===== config.mk =====
export PLATFORM = sky130hd
export DESIGN_NAME = bin2bcd_7seg_scan_flat
export DESIGN_NICKNAME = d
export VERILOG_FILES = /design/src/rtl/bin2bcd_7seg_scan_if.sv /design/src/rtl/bin2bcd_7seg_scan.sv /design/src/flat_wrapper.sv
export SDC_FILE = /design/constraint.sdc
export NUM_CORES = 1
export LEC_CHECK = 0
export CAP_MARGIN = 10
export CORE_MARGIN = 3
export CORE_UTILIZATION = 50
export DETAILED_ROUTE_END_ITERATION = 6
export PLACE_DENSITY_LB_ADDON = 0.05
export SETUP_SLACK_MARGIN = 0.2
export SLEW_MARGIN = 25
export SYNTH_ARGS = -nofsm -noshare
export SYNTH_HDL_FRONTEND = slang
export SYNTH_SLANG_ARGS = --single-unit
export TNS_END_PERCENT = 30

===== constraint.sdc =====
create_clock -name clk2 -period 5 [get_ports clk2]
set_input_delay 1 -clock clk2 [delete_from_list [all_inputs] [get_ports clk2]]
set_output_delay 1 -clock clk2 [all_outputs]
set_load 0.03 [all_outputs]

===== src/rtl/bin2bcd_7seg_scan_if.sv =====
`default_nettype none
// ============================================================================
//  Module      : bin2bcd_7seg_scan_if
//  Description : Conversion handshake and display bus for bin2bcd_7seg_scan.
//                The master side requests conversions and watches the display.
//                The slave side is the converter/scanner itself.
//  Revision    : 1.0  initial release
// ============================================================================
interface bin2bcd_7seg_scan_if #(
    parameter int WIDTH  = 8,
    parameter int DIGITS = 3
);
    logic                  start;
    logic [WIDTH-1:0]      bin;
    logic                  busy;
    logic                  done;
    logic [4*DIGITS-1:0]   bcd;
    logic [6:0]            seg;
    logic [DIGITS-1:0]     an;

    modport master (
        output start, bin,
        input  busy, done, bcd, seg, an
    );

    modport slave (
        input  start, bin,
        output busy, done, bcd, seg, an
    );
endinterface
`default_nettype wire


===== src/rtl/bin2bcd_7seg_scan.sv =====
`default_nettype none
// ============================================================================
//  Module      : bin2bcd_7seg_scan
//  Description : Sequential double-dabble binary-to-BCD converter with a
//                start/busy/done handshake, plus a free-running multiplexed
//                scan of the BCD digits onto an active-low 7-segment bus.
//                Optional macro LEADING_ZERO_BLANK_EN blanks leading zero
//                digits (digit 0 always shown).
//  Revision    : 1.0  initial release
// ============================================================================
module bin2bcd_7seg_scan #(
    parameter int WIDTH       = 8,
    parameter int DIGITS      = 3,
    parameter int REFRESH_DIV = 50000
) (
    input  logic               clk2,
    input  logic               rst,
    bin2bcd_7seg_scan_if.slave bus
);

    localparam int c_CNT_W = $clog2(WIDTH + 1);
    localparam int c_BCD_W = 4 * DIGITS;
    localparam int c_REF_W = (REFRESH_DIV > 1) ? $clog2(REFRESH_DIV) : 1;
    localparam int c_IDX_W = (DIGITS > 1) ? $clog2(DIGITS) : 1;

    localparam logic [c_CNT_W-1:0] c_CNT_LOAD = c_CNT_W'(WIDTH);
    localparam logic [c_CNT_W-1:0] c_CNT_ONE  = c_CNT_W'(1);
    localparam logic [c_REF_W-1:0] c_REF_LAST = c_REF_W'(REFRESH_DIV - 1);
    localparam logic [c_IDX_W-1:0] c_IDX_LAST = c_IDX_W'(DIGITS - 1);

    localparam longint unsigned c_MAX_BIN = (64'd1 << WIDTH) - 64'd1;
    localparam longint unsigned c_MAX_DEC = 64'd10 ** DIGITS;

    // Reject configurations whose digit count cannot hold the largest input.
    if (c_MAX_DEC <= c_MAX_BIN) begin : g_param_check
        $error("bin2bcd_7seg_scan: DIGITS too small for WIDTH");
    end

    typedef enum logic [1:0] {
        ST_IDLE  = 2'd0,
        ST_SHIFT = 2'd1,
        ST_DONE  = 2'd2
    } state_t;

    state_t               r_state;
    logic [WIDTH-1:0]     r_shift;
    logic [c_BCD_W-1:0]   r_scratch;
    logic [c_CNT_W-1:0]   r_cnt;
    logic                 r_busy;
    logic                 r_done;
    logic [c_BCD_W-1:0]   r_bcd;

    logic [c_REF_W-1:0]   r_refresh;
    logic [c_IDX_W-1:0]   r_idx;
    logic [6:0]           r_seg;
    logic [DIGITS-1:0]    r_an;

    logic [c_BCD_W-1:0]   w_adj;
    logic [3:0]           w_digit;
    logic [DIGITS-1:0]    w_an_n;
    logic                 w_blank;

    // Active-low segment pattern {g,f,e,d,c,b,a}; non-decimal nibbles are blank.
    function automatic logic [6:0] f_decode(input logic [3:0] d);
        logic [6:0] s;
        case (d)
            4'd0:    s = 7'b1000000;
            4'd1:    s = 7'b1111001;
            4'd2:    s = 7'b0100100;
            4'd3:    s = 7'b0110000;
            4'd4:    s = 7'b0011001;
            4'd5:    s = 7'b0010010;
            4'd6:    s = 7'b0000010;
            4'd7:    s = 7'b1111000;
            4'd8:    s = 7'b0000000;
            4'd9:    s = 7'b0010000;
            default: s = 7'b1111111;
        endcase
        return s;
    endfunction

    // Add-3 correction on every scratch nibble that would overflow after doubling.
    always_comb begin
        w_adj = r_scratch;
        for (int i = 0; i < DIGITS; i++) begin
            if (r_scratch[4*i +: 4] >= 4'd5) begin
                w_adj[4*i +: 4] = r_scratch[4*i +: 4] + 4'd3;
            end
        end
    end

    // Conversion FSM: capture in IDLE, WIDTH add-then-shift steps, publish in DONE.
    always_ff @(posedge clk2 or posedge rst) begin
        if (rst) begin
            r_state   <= ST_IDLE;
            r_shift   <= '0;
            r_scratch <= '0;
            r_cnt     <= '0;
            r_busy    <= 1'b0;
            r_done    <= 1'b0;
            r_bcd     <= '0;
        end else begin
            case (r_state)
                ST_IDLE: begin
                    r_done <= 1'b0;
                    if (bus.start) begin
                        r_shift   <= bus.bin;
                        r_scratch <= '0;
                        r_cnt     <= c_CNT_LOAD;
                        r_busy    <= 1'b1;
                        r_state   <= ST_SHIFT;
                    end
                end
                ST_SHIFT: begin
                    {r_scratch, r_shift} <= {w_adj, r_shift} << 1;
                    r_cnt <= r_cnt - c_CNT_ONE;
                    if (r_cnt == c_CNT_ONE) begin
                        r_state <= ST_DONE;
                    end
                end
                ST_DONE: begin
                    r_bcd   <= r_scratch;
                    r_done  <= 1'b1;
                    r_busy  <= 1'b0;
                    r_state <= ST_IDLE;
                end
                default: begin
                    r_busy  <= 1'b0;
                    r_done  <= 1'b0;
                    r_state <= ST_IDLE;
                end
            endcase
        end
    end

    // Refresh divider and scan index; free-running, independent of the FSM.
    always_ff @(posedge clk2 or posedge rst) begin
        if (rst) begin
            r_refresh <= '0;
            r_idx     <= '0;
        end else if (r_refresh == c_REF_LAST) begin
            r_refresh <= '0;
            r_idx     <= (r_idx == c_IDX_LAST) ? '0 : r_idx + c_IDX_W'(1);
        end else begin
            r_refresh <= r_refresh + c_REF_W'(1);
        end
    end

    // Select the digit under the scan index and build its active-low enable.
    always_comb begin
        w_digit = 4'd0;
        w_an_n  = '1;
        for (int i = 0; i < DIGITS; i++) begin
            if (r_idx == c_IDX_W'(i)) begin
                w_digit   = r_bcd[4*i +: 4];
                w_an_n[i] = 1'b0;
            end
        end
    end

`ifdef LEADING_ZERO_BLANK_EN
    // w_zero_from[i] is set when digit i and every digit above it are zero.
    logic [DIGITS:1] w_zero_from;
    assign w_zero_from[DIGITS] = 1'b1;

    for (genvar g = 1; g < DIGITS; g++) begin : g_lzb
        assign w_zero_from[g] = (r_bcd[4*g +: 4] == 4'd0) && w_zero_from[g+1];
    end

    // Blank the scanned digit if it is a leading zero; digit 0 always shows.
    always_comb begin
        w_blank = 1'b0;
        for (int i = 1; i < DIGITS; i++) begin
            if (r_idx == c_IDX_W'(i)) begin
                w_blank = w_zero_from[i];
            end
        end
    end
`else
    assign w_blank = 1'b0;
`endif

    // Registered display drive, one cycle behind the index/bcd it reflects.
    always_ff @(posedge clk2 or posedge rst) begin
        if (rst) begin
            r_seg <= 7'b1111111;
            r_an  <= '1;
        end else begin
            r_seg <= w_blank ? 7'b1111111 : f_decode(w_digit);
            r_an  <= w_an_n;
        end
    end

    assign bus.busy = r_busy;
    assign bus.done = r_done;
    assign bus.bcd  = r_bcd;
    assign bus.seg  = r_seg;
    assign bus.an   = r_an;

endmodule
`default_nettype wire


===== src/flat_wrapper.sv =====
// flat-port wrapper written by rule: the top's interface ports become plain ports
module bin2bcd_7seg_scan_flat 
#(
    parameter int WIDTH       = 8,
    parameter int DIGITS      = 3,
    parameter int REFRESH_DIV = 50000
)
  (clk2, rst, bus_start, bus_bin, bus_busy, bus_done, bus_bcd, bus_seg, bus_an);
  bin2bcd_7seg_scan_if #(.WIDTH(WIDTH), .DIGITS(DIGITS)) bus_i ();
  input  logic clk2;
  input  logic rst;
  input wire logic [$bits(bus_i.start)-1:0] bus_start;
  input wire logic [$bits(bus_i.bin)-1:0] bus_bin;
  output wire logic [$bits(bus_i.busy)-1:0] bus_busy;
  output wire logic [$bits(bus_i.done)-1:0] bus_done;
  output wire logic [$bits(bus_i.bcd)-1:0] bus_bcd;
  output wire logic [$bits(bus_i.seg)-1:0] bus_seg;
  output wire logic [$bits(bus_i.an)-1:0] bus_an;
  assign bus_i.start = bus_start;
  assign bus_i.bin = bus_bin;
  assign bus_busy = bus_i.busy;
  assign bus_done = bus_i.done;
  assign bus_bcd = bus_i.bcd;
  assign bus_seg = bus_i.seg;
  assign bus_an = bus_i.an;
  bin2bcd_7seg_scan #(.WIDTH(WIDTH), .DIGITS(DIGITS), .REFRESH_DIV(REFRESH_DIV)) u_core (.clk2(clk2), .rst(rst), .bus(bus_i));
endmodule

==> impl_metrics.py, run 1 <==
metrics = {
    "clock_tree": {
        "cts_resized": 0,
        "numCtsBuffers": 9,
        "clk_pin_slew_worst_paths_ns": 0.07,
        "post_cts_buffers": 0,
        "h-tree-depth": 3,
        "cts.sinks": 68,
        "clock_path_buffers": 2,
        "cts_root_buffer": "clkbuf_8",
        "cts_tree": "done",
        "clk_latency_ns": 0.33,
        "ctsHoldBuffers": 0,
    },
    "sta": {
        "tightest_slew_ns": 0.7737,
        "finalClockSkew_ns": 0.008204,
        "drv_slew": 0,
        "slew_headroom_pct": 48.23,
        "whs_ns": 0.4784,
        "period_needed_ns": 2.516,
        "post-route-period-util_pct": 50.32,
        "setup_tns_ns": 0,
        "setup_viol": 0,
        "rsz0062_at_grt": "no",
        "hold_viol": 0,
        "fmax_mhz": 397.4,
    },
    "logic_synthesis": {
        "synth_area_leaders": "dfrtp_1 (46%), dfstp_2 (8.3%), mux2_2 (5.0%), ha_1 (3.9%), o21ai_0 (3.0%)",
        "synth_area_mm2": 0.003173,
        "synthCells": 292,
        "ys_ff_latch": 68,
        "seq_area_frac_synth_pct": 54.02,
        "syn_nets": 313,
        "synth_top_area_share_pct": 45.74,
        "ys_warn_count": 0,
        "syn_avg_cell_area_um2": 10.87,
        "synth-edff-count": 0,
        "synth-main-ff-cell": "dfrtp_1",
        "synth_cell_types": 44,
        "synth_top_area_cell": "dfrtp_1",
        "async_flop_share_pct": 100.0,
    },
    "die": {
        "die_w_um": 85.66,
        "start_util_pct": 52.66,
        "pin_count": 35,
        "num_rows": 28,
        "die_y_um": 85.66,
        "fp.coreArea_mm2": 0.006026,
        "die-area_mm2": 0.007338,
    },
    "critical_path": {
        "critPathTopFamily": "buffers and inverters",
        "critical_path_class": "reg -> out",
        "path_cells": "clkdlybuf4s50_1",
        "crit_slowest_cell": "clkdlybuf4s50_1",
        "cp_slowest_stage_delay_ns": 0.66,
        "required_ns": 4.00,
        "cp_data_arrival_time_ns": 1.52,
        "startpoint_type": "flip-flop",
        "path_buf_inv": 1,
        "cp-end-kind": "primary output",
        "cp_max_fo": 1,
    },
    "detailed_routing": {
        "vias": 2263,
        "wirelength_um": 5884,
        "drtAntennaViolNets": 0,
        "vias_per_cell": 5.574,
        "firstDrtPassIters": 4,
        "drtIter0Drc": 86,
        "drc": 0,
        "avgRoutedWirePerCell_um": 14.49,
    },
    "final_layout": {
        "fin_util_pct": 61.94,
        "nFillCells": 530,
        "layout_commonest_cell": "dfrtp_1",
        "nNetsFinal": 347,
        "layout_common_cells": "dfrtp_1 (58), clkdlybuf4s50_1 (34), nor2_1 (22), nand2_1 (21), o21ai_0 (19)",
        "area_growth_pct": 17.63,
        "drive_above_1_share_pct": 13.90,
        "post-route-cell-area_mm2": 0.003732,
        "diodes": 0,
        "fin_cells": 406,
    },
    "power": {
        "p_leak_uw": 0.001636,
        "ir_worst_vdd_uv": 306.9,
        "pwr_density_cell_mw_per_mm2": 562.8,
    },
    "global_route": {
        "grt_max_degree": 37,
        "grtUsageTotal_pct": 17.71,
        "overflow": 0,
        "grt_pass1_vias": 2222,
        "antenna_found_initial": 0,
        "grt_pass1_wl_um": 10320,
    },
    "place": {
        "placed_cell_area_mm2": 0.003563,
        "portBuffers": 34,
        "dp_hpwl_um": 4133,
        "dp_cells": 390,
        "place.gp.congestion": 0.7507,
    },
    "status": {
        "status": "finished, final reports clean",
    },
    "worst_hold_path": {
        "holdCritPathClass": "reg -> reg",
    },
    "run": {
        "drv_cap": 0,
    },
}
-- metrics by stage --
stage | power [uW] | setup slack, ns
CTS | 2128 | 2.452
global placement | 1702 | 2.303
floorplan | 1462 | 2.305
finish | 2100 | 2.484
global route | 2261 | 2.443
detailed placement | 1732 | 2.295
-- cell families (layout without fill, tap and decap cells) --
kind of cell	after synthesis	after routing	share of synthesized area (%)
simple gates	87	87	14.20
flops	68	68	54.02
compound gates	65	65	13.01
buf+inv	25	64	3.233
mux	21	21	7.177
xor+xnor	16	16	4.417
fa+ha+maj	10	10	3.943
-- registers in the layout, summed over array words and instances, names as in the netlist --
name	count
u_core.bus.an	3
u_core.bus.bcd	12
u_core.bus.busy	1
u_core.bus.done	1
u_core.bus.seg	7
u_core.r_cnt	4
u_core.r_idx	2
u_core.r_refresh	16
u_core.r_scratch	12
u_core.r_shift	8
u_core.r_state	2
-- layout make-up --
type	instances	area, um2	area share (%)
inverter	13	48.80	1.307
clock buffer	11	141.4	3.788
sequential	68	1714	45.93
tap	75	93.84	2.514
multi-input combinational	199	1359	36.41
clock inverter	5	27.53	0.7375
timing repair buffer	35	347.8	9.319
-- routing by layer --
layer  vias up  routed length (um)  GRT usage, %
met1      1119                2795         23.68
met4         0                  56         7.770
li1       1108                   -             -
met3         6                 188         3.554
met5         -                   0             0
met2        30                2845         28.04
-- power breakdown --
group / switching [uW] / total, uW / internal [uW] / leakage (uW)
clock: 202 / 392 / 190 / 0.0000889
combinational: 460 / 841 / 380 / 0.000687
sequential: 145 / 867 / 722 / 0.000859
-- cell usage after synthesis, types with 4 or more instances --
cell	instances
nor2_1	22
dfstp_2	10
nand2_1	21
nor3_1	4
o22ai_1	6
inv_1	13
mux2_2	14
dfrtp_1	58
a21oi_1	16
nor3b_1	7
clkbuf_1	9
ha_1	10
xor2_1	9
nand3_1	5
nand2b_1	6
xnor2_1	7
nand4_1	6
mux2i_1	7
o21ai_0	19
o31ai_1	6
-- final timing paths --
kind / startpoint / endpoint / slack, ns / cells past startpoint
setup / recovery: u_core.bus.an[0]$_DFF_PP1_ / bus_an[0] / 2.48 / 1
hold / removal: u_core.r_refresh[0]$_DFF_PP0_ / u_core.r_refresh[0]$_DFF_PP0_ / 0.48 / 1
setup reg to reg: u_core.r_state[0]$_DFFE_PP0P_ / u_core.r_scratch[7]$_DFFE_PP0P_ / 2.93 / 4
hold reg to reg: u_core.r_refresh[0]$_DFF_PP0_ / u_core.r_refresh[0]$_DFF_PP0_ / 0.48 / 1
max in group asynchronous: rst / u_core.bus.seg[4]$_DFF_PP1_ / 2.99 / 3
min in group asynchronous: rst / u_core.r_refresh[9]$_DFF_PP0_ / 1.08 / 2
(Power assumes the default switching activity.)
==> inputs of run 2 (changes only) <==
==> constraint.sdc (replaced) <==
create_clock -name clk2 -period 2.55 [get_ports clk2]
set_input_delay 0.51 -clock clk2 [delete_from_list [all_inputs] [get_ports clk2]]
set_output_delay 0.51 -clock clk2 [all_outputs]
set_load 0.03 [all_outputs]
==> run 2 against run 1 <==
  * Count of clock-buffer cells in the layout grew 3
  * Register-to-register slack worse by 2.4 ns
  * Setup slack lost 2.0 ns
  * Combinational power rose by 100%
  * Clock skew rose by 0.00075 ns
  * Flip-flop and latch count is the same
  * Critical path depth unchanged
  * Clock power is 130% higher
==> impl_metrics.py, run 2 (synthesis gave the netlist of run 1 again) <==
metrics = {
    "global_route": {
        "grtUsageTotal_pct": 17.80,
        "grt_max_degree": 30,
        "antenna_found_initial": 0,
        "grt_pass1_wl_um": 10270,
        "overflow": 0,
        "grt_pass1_vias": 2234,
    },
    "sta": {
        "finalClockSkew_ns": 0.008951,
        "post-route-period-util_pct": 79.10,
        "worst_slack_ns": 0.5331,
        "tightest_slew_ns": 0.6950,
        "period_needed_ns": 2.017,
        "drv_slew": 0,
        "fmax_mhz": 495.8,
        "slew_headroom_pct": 53.57,
        "hold_viol": 0,
        "rsz0062_at_grt": "no",
        "setup_viol": 0,
        "setup_tns_ns": 0,
    },
    "power": {
        "ir_worst_vdd_uv": 536.8,
        "pwr_density_cell_mw_per_mm2": 1119,
        "finalPower_uw": 4262,
        "p_leak_uw": 0.001676,
    },
    "detailed_routing": {
        "vias": 2284,
        "drtIter0Drc": 96,
        "drc": 0,
        "avgRoutedWirePerCell_um": 14.23,
        "firstDrtPassIters": 4,
        "drtAntennaViolNets": 0,
        "vias_per_cell": 5.557,
        "wirelength_um": 5847,
    },
    "clock_tree": {
        "ctsHoldBuffers": 0,
        "cts_root_buffer": "clkbuf_8",
        "cts.sinks": 68,
        "clk_latency_ns": 0.33,
        "cts_resized": 0,
        "clock_path_buffers": 2,
        "cts_tree": "done",
        "post_cts_buffers": 0,
        "h-tree-depth": 3,
        "clk_pin_slew_worst_paths_ns": 0.07,
        "numCtsBuffers": 9,
    },
    "final_layout": {
        "diodes": 0,
        "nFillCells": 524,
        "fin_util_pct": 63.21,
        "top_register": "u_core.r_refresh",
        "layout_commonest_cell": "dfrtp_1",
        "register_area_mm2": 0.001714,
        "layout_common_cells": "dfrtp_1 (58), clkdlybuf4s50_1 (34), nor2_1 (22), nand2_1 (21), o21ai_0 (19)",
        "drive_above_1_share_pct": 14.29,
        "multi_input_area_mm2": 0.001356,
        "nNetsFinal": 352,
        "largest_reg_flops": 16,
        "area_growth_pct": 20.03,
    },
    "die": {
        "pin_count": 35,
        "die-area_mm2": 0.007338,
        "die_w_um": 85.66,
        "num_rows": 28,
        "die_y_um": 85.66,
        "start_util_pct": 52.66,
        "fp.coreArea_mm2": 0.006026,
    },
    "worst_hold_path": {
        "holdCritPathClass": "in -> async",
    },
    "place": {
        "portBuffers": 34,
        "place.gp.congestion": 0.7938,
        "dp_hpwl_um": 4170,
        "pre_cts_ws_ns": 0.5395,
    },
    "critical_path": {
        "critical_path_class": "reg -> out",
        "cp_slowest_stage_delay_ns": 0.66,
        "critPathTopFamily": "buffers and inverters",
        "cp_data_arrival_time_ns": 1.51,
        "path_cells": "clkdlybuf4s50_1",
        "r2r_setup_slack_ns": 0.54,
        "cp-end-kind": "primary output",
        "cp_max_fo": 1,
        "path_buf_inv": 1,
        "crit_slowest_cell": "clkdlybuf4s50_1",
        "required_ns": 2.04,
        "startpoint_type": "flip-flop",
    },
    "status": {
        "status": "finished, final reports clean",
    },
    "run": {
        "drv_cap": 0,
    },
}
## run 2: final cells by class
| class | instances | share of cell area (%) |
|---|---|---|
| clock inverter | 2 | 0.9198 |
| timing repair buffer | 40 | 10.45 |
| clock buffer | 14 | 4.271 |
| multi-input combinational | 199 | 35.61 |
| inverter | 13 | 1.281 |
| tap | 75 | 2.464 |
| sequential | 68 | 45.01 |
## run 2: power by group
part           switching, uW  internal (uW)
Clock                    381            506
Combinational            913            768
Sequential               277           1420
Total                   1570           2690
## run 2: layer usage
metal	part of all wire [%]	up-vias	GRT usage, %	wire (um)
met3	3.9	7	4.899	230
met1	47	1126	23.55	2753
met2	48	38	27.82	2783
met4	1.4	0	7.194	80
li1	-	1113	-	-
met5	0	-	0	0
## run 2: metrics by stage
| step | area [um2] | hold slack, ns | std cells |
|---|---|---|---|
| floorplan | 3173 | 0.4479 | 292 |
| global placement | 3611 | 0.4585 | 395 |
| detailed placement | 3611 | 0.4658 | 395 |
| CTS | 3809 | 0.4133 | 411 |
| global route | 3809 | 0.4238 | 411 |
| finish | 3809 | 0.4218 | 411 |
## run 2: worst register-to-register path, delay by kind of cell, from the launching register on
family | cells | cell delay, ns
DFF | 1 | 0.47
and+or+nand+nor | 4 | 1.43
## run 2: worst paths after layout
| check | startpoint | to | depth (start not counted) |
|---|---|---|---|
| min in group clk2 | u_core.bus.done$_DFFE_PP0N_ | u_core.bus.done$_DFFE_PP0N_ | 1 |
| min | rst | u_core.r_refresh[2]$_DFF_PP0_ | 2 |
| max | u_core.bus.seg[6]$_DFF_PP1_ | bus_seg[6] | 1 |
| min reg2reg | u_core.bus.done$_DFFE_PP0N_ | u_core.bus.done$_DFFE_PP0N_ | 1 |
| max in group asynchronous | rst | u_core.bus.seg[4]$_DFF_PP1_ | 3 |
| max reg2reg | u_core.r_refresh[4]$_DFF_PP0_ | u_core.r_refresh[6]$_DFF_PP0_ | 4 |
==> inputs of run 3 (changes only) <==
==> constraint.sdc (replaced) <==
create_clock -name clk2 -period 2 [get_ports clk2]
set_input_delay 0.4 -clock clk2 [delete_from_list [all_inputs] [get_ports clk2]]
set_output_delay 0.4 -clock clk2 [all_outputs]
set_load 0.03 [all_outputs]
==> run 3 against run 2 <==
  * Routed wire length up 3.9%
  * Setup slack got worse by 0.35 ns
  * Register-to-register slack lost 0.31 ns
  * Clock skew about the same
  * Largest power group is now combinational cells
  * Highest routed layer unchanged
==> impl_metrics.py, run 3 (synthesis gave the netlist of run 1 again) <==
metrics = {
    "detailed_routing": {
        "drtAntennaViolNets": 0,
        "drc": 0,
        "wirelength_um": 6076,
        "drtIter0Drc": 109,
        "vias_per_cell": 5.564,
        "avgRoutedWirePerCell_um": 14.64,
        "firstDrtPassIters": 4,
        "vias": 2309,
    },
    "critical_path": {
        "crit_end": "bus_bcd[9]",
        "r2r_setup_slack_ns": 0.23,
        "cp_data_arrival_time_ns": 1.42,
        "required_ns": 1.60,
        "crit_cells": 1,
        "path_cells": "clkdlybuf4s50_1",
        "r2r-end": "u_core.r_refresh[9]$_DFF_PP0_",
        "rr_startpoint": "u_core.r_refresh[7]$_DFF_PP0_",
        "cp-end-kind": "primary output",
        "startpoint_type": "flip-flop",
        "critPathTopFamily": "buffers and inverters",
        "r2r_cells": 4,
        "cp_max_fo": 3,
        "path_buf_inv": 1,
        "crit_slowest_cell": "clkdlybuf4s50_1",
        "critical_path_class": "reg -> out",
        "cp_slowest_stage_delay_ns": 0.68,
        "cp-startpoint": "u_core.bus.bcd[9]$_DFFE_PP0P_",
    },
    "run": {
        "drv_cap": 0,
    },
    "die": {
        "die_w_um": 85.66,
        "num_rows": 28,
        "pin_count": 35,
        "start_util_pct": 52.66,
        "die_y_um": 85.66,
        "die-area_mm2": 0.007338,
        "fp.coreArea_mm2": 0.006026,
    },
    "clock_tree": {
        "h-tree-depth": 3,
        "clock_path_buffers": 2,
        "cts_tree": "done",
        "ctsHoldBuffers": 0,
        "numCtsBuffers": 9,
        "clk_pin_slew_worst_paths_ns": 0.08,
        "clk_latency_ns": 0.34,
        "cts.sinks": 68,
        "cts_root_buffer": "clkbuf_8",
    },
    "sta": {
        "fmax_mhz": 550.7,
        "period_needed_ns": 1.816,
        "setup_viol": 0,
        "hold_viol": 0,
        "setup_tns_ns": 0,
        "slew_headroom_pct": 67.34,
        "finalClockSkew_ns": 0.009197,
        "drv_slew": 0,
        "rsz0062_at_grt": "yes",
        "post-route-period-util_pct": 90.79,
        "tightest_slew_ns": 0.4899,
    },
    "final_layout": {
        "nNetsFinal": 356,
        "layout_commonest_cell": "dfrtp_1",
        "area_growth_pct": 23.94,
        "layout_common_cells": "dfrtp_1 (58), clkdlybuf4s50_1 (24), nor2_1 (22), nand2_1 (21), o21ai_0 (19)",
        "top_register": "u_core.r_refresh",
        "largest_reg_flops": 16,
        "drive_above_1_share_pct": 16.18,
        "diodes": 0,
        "fin_cells": 415,
        "fin_util_pct": 65.26,
    },
    "global_route": {
        "grt_pass1_wl_um": 10720,
        "overflow": 0,
        "grt_pass1_vias": 2243,
        "grt_max_degree": 69,
        "grtUsageTotal_pct": 18.53,
        "antenna_found_initial": 0,
    },
    "power": {
        "p_leak_uw": 0.001839,
        "ir_worst_vdd_uv": 816.2,
        "pwr_density_cell_mw_per_mm2": 1467,
    },
    "worst_hold_path": {
        "holdCritPathClass": "reg -> reg",
    },
    "place": {
        "portBuffers": 34,
        "place.gp.congestion": 0.7278,
        "dp_cells": 398,
        "dp_hpwl_um": 4142,
    },
    "status": {
        "status": "finished, final reports clean",
    },
}
## run 3: changes by cell type in the layout (fill, tap and decap cells not counted), sizes merged
cell | previous run | this run
buf | 6 | 10
bufinv | 1 | 3
clkbuf | 14 | 12
clkdlybuf4s50 | 34 | 24
clkinvlp | 0 | 1
dlygate4sd2 | 0 | 1
dlymetal6s2s | 0 | 9
inv | 13 | 12
## run 3: how the worst min path moves through the flow
stage	startpoint	endpoint	slack [ns]	depth (start not counted)
2_1_floorplan	u_core.r_refresh[0]$_DFF_PP0_	u_core.r_refresh[0]$_DFF_PP0_	0.45	1
3_3_place_gp	u_core.bus.done$_DFFE_PP0N_	u_core.bus.done$_DFFE_PP0N_	0.46	1
5_1_grt	u_core.r_refresh[0]$_DFF_PP0_	u_core.r_refresh[0]$_DFF_PP0_	0.51	1
6_report	u_core.bus.done$_DFFE_PP0N_	u_core.bus.done$_DFFE_PP0N_	0.47	1
3_5_place_dp	u_core.bus.done$_DFFE_PP0N_	u_core.bus.done$_DFFE_PP0N_	0.47	1
4_1_cts	u_core.bus.done$_DFFE_PP0N_	u_core.bus.done$_DFFE_PP0N_	0.48	1
## run 3: metrics by stage
| step | total power, uW | hold slack, ns | setup WS [ns] | area, um2 |
|---|---|---|---|---|
| 2_1_floorplan | 3656 | 0.4479 | 0.1208 | 3177 |
| 3_3_place_gp | 4348 | 0.4626 | 0.07340 | 3650 |
| 3_5_place_dp | 4410 | 0.4659 | 0.03897 | 3650 |
| 4_1_cts | 5835 | 0.4812 | 0.06517 | 3910 |
| 5_1_grt | 6202 | 0.5058 | 0.1129 | 3933 |
| 6_report | 5768 | 0.4738 | 0.1841 | 3933 |
## run 3: routing by layer
layer,vias to the layer above,track usage [%],share of wire (%)
li1,1122,-,-
met1,1143,23.87,45
met2,36,30.30,50
met3,8,5.283,4.2
met4,0,6.043,1.1
met5,-,0,0
## run 3: report_power, final
group | internal [uW] | switching, uW | total (uW)
sequential | 1810 | 317 | 2120
clock | 895 | 502 | 1400
combinational | 1020 | 1220 | 2250
total | 3730 | 2040 | 5770
## run 3: layout make-up
cell class / instances / area (um2)
multi-input cells: 199 / 1360
inverters: 13 / 52.55
clock inverters: 4 / 95.09
clock buffers: 12 / 155.1
well taps: 75 / 93.84
fillers: 494 / 2093
flip-flops and latches: 68 / 1714
repair buffers: 44 / 461.7
## run 3: timing repair
item / 4_1_cts / 5_1_grt
buffers inserted: 1 / 0
pin swaps: 3 / 1
gates resized for setup: 2 / 9
hold endpoints to repair: 0 / 0
endpoints found under the setup margin: 32 / 35
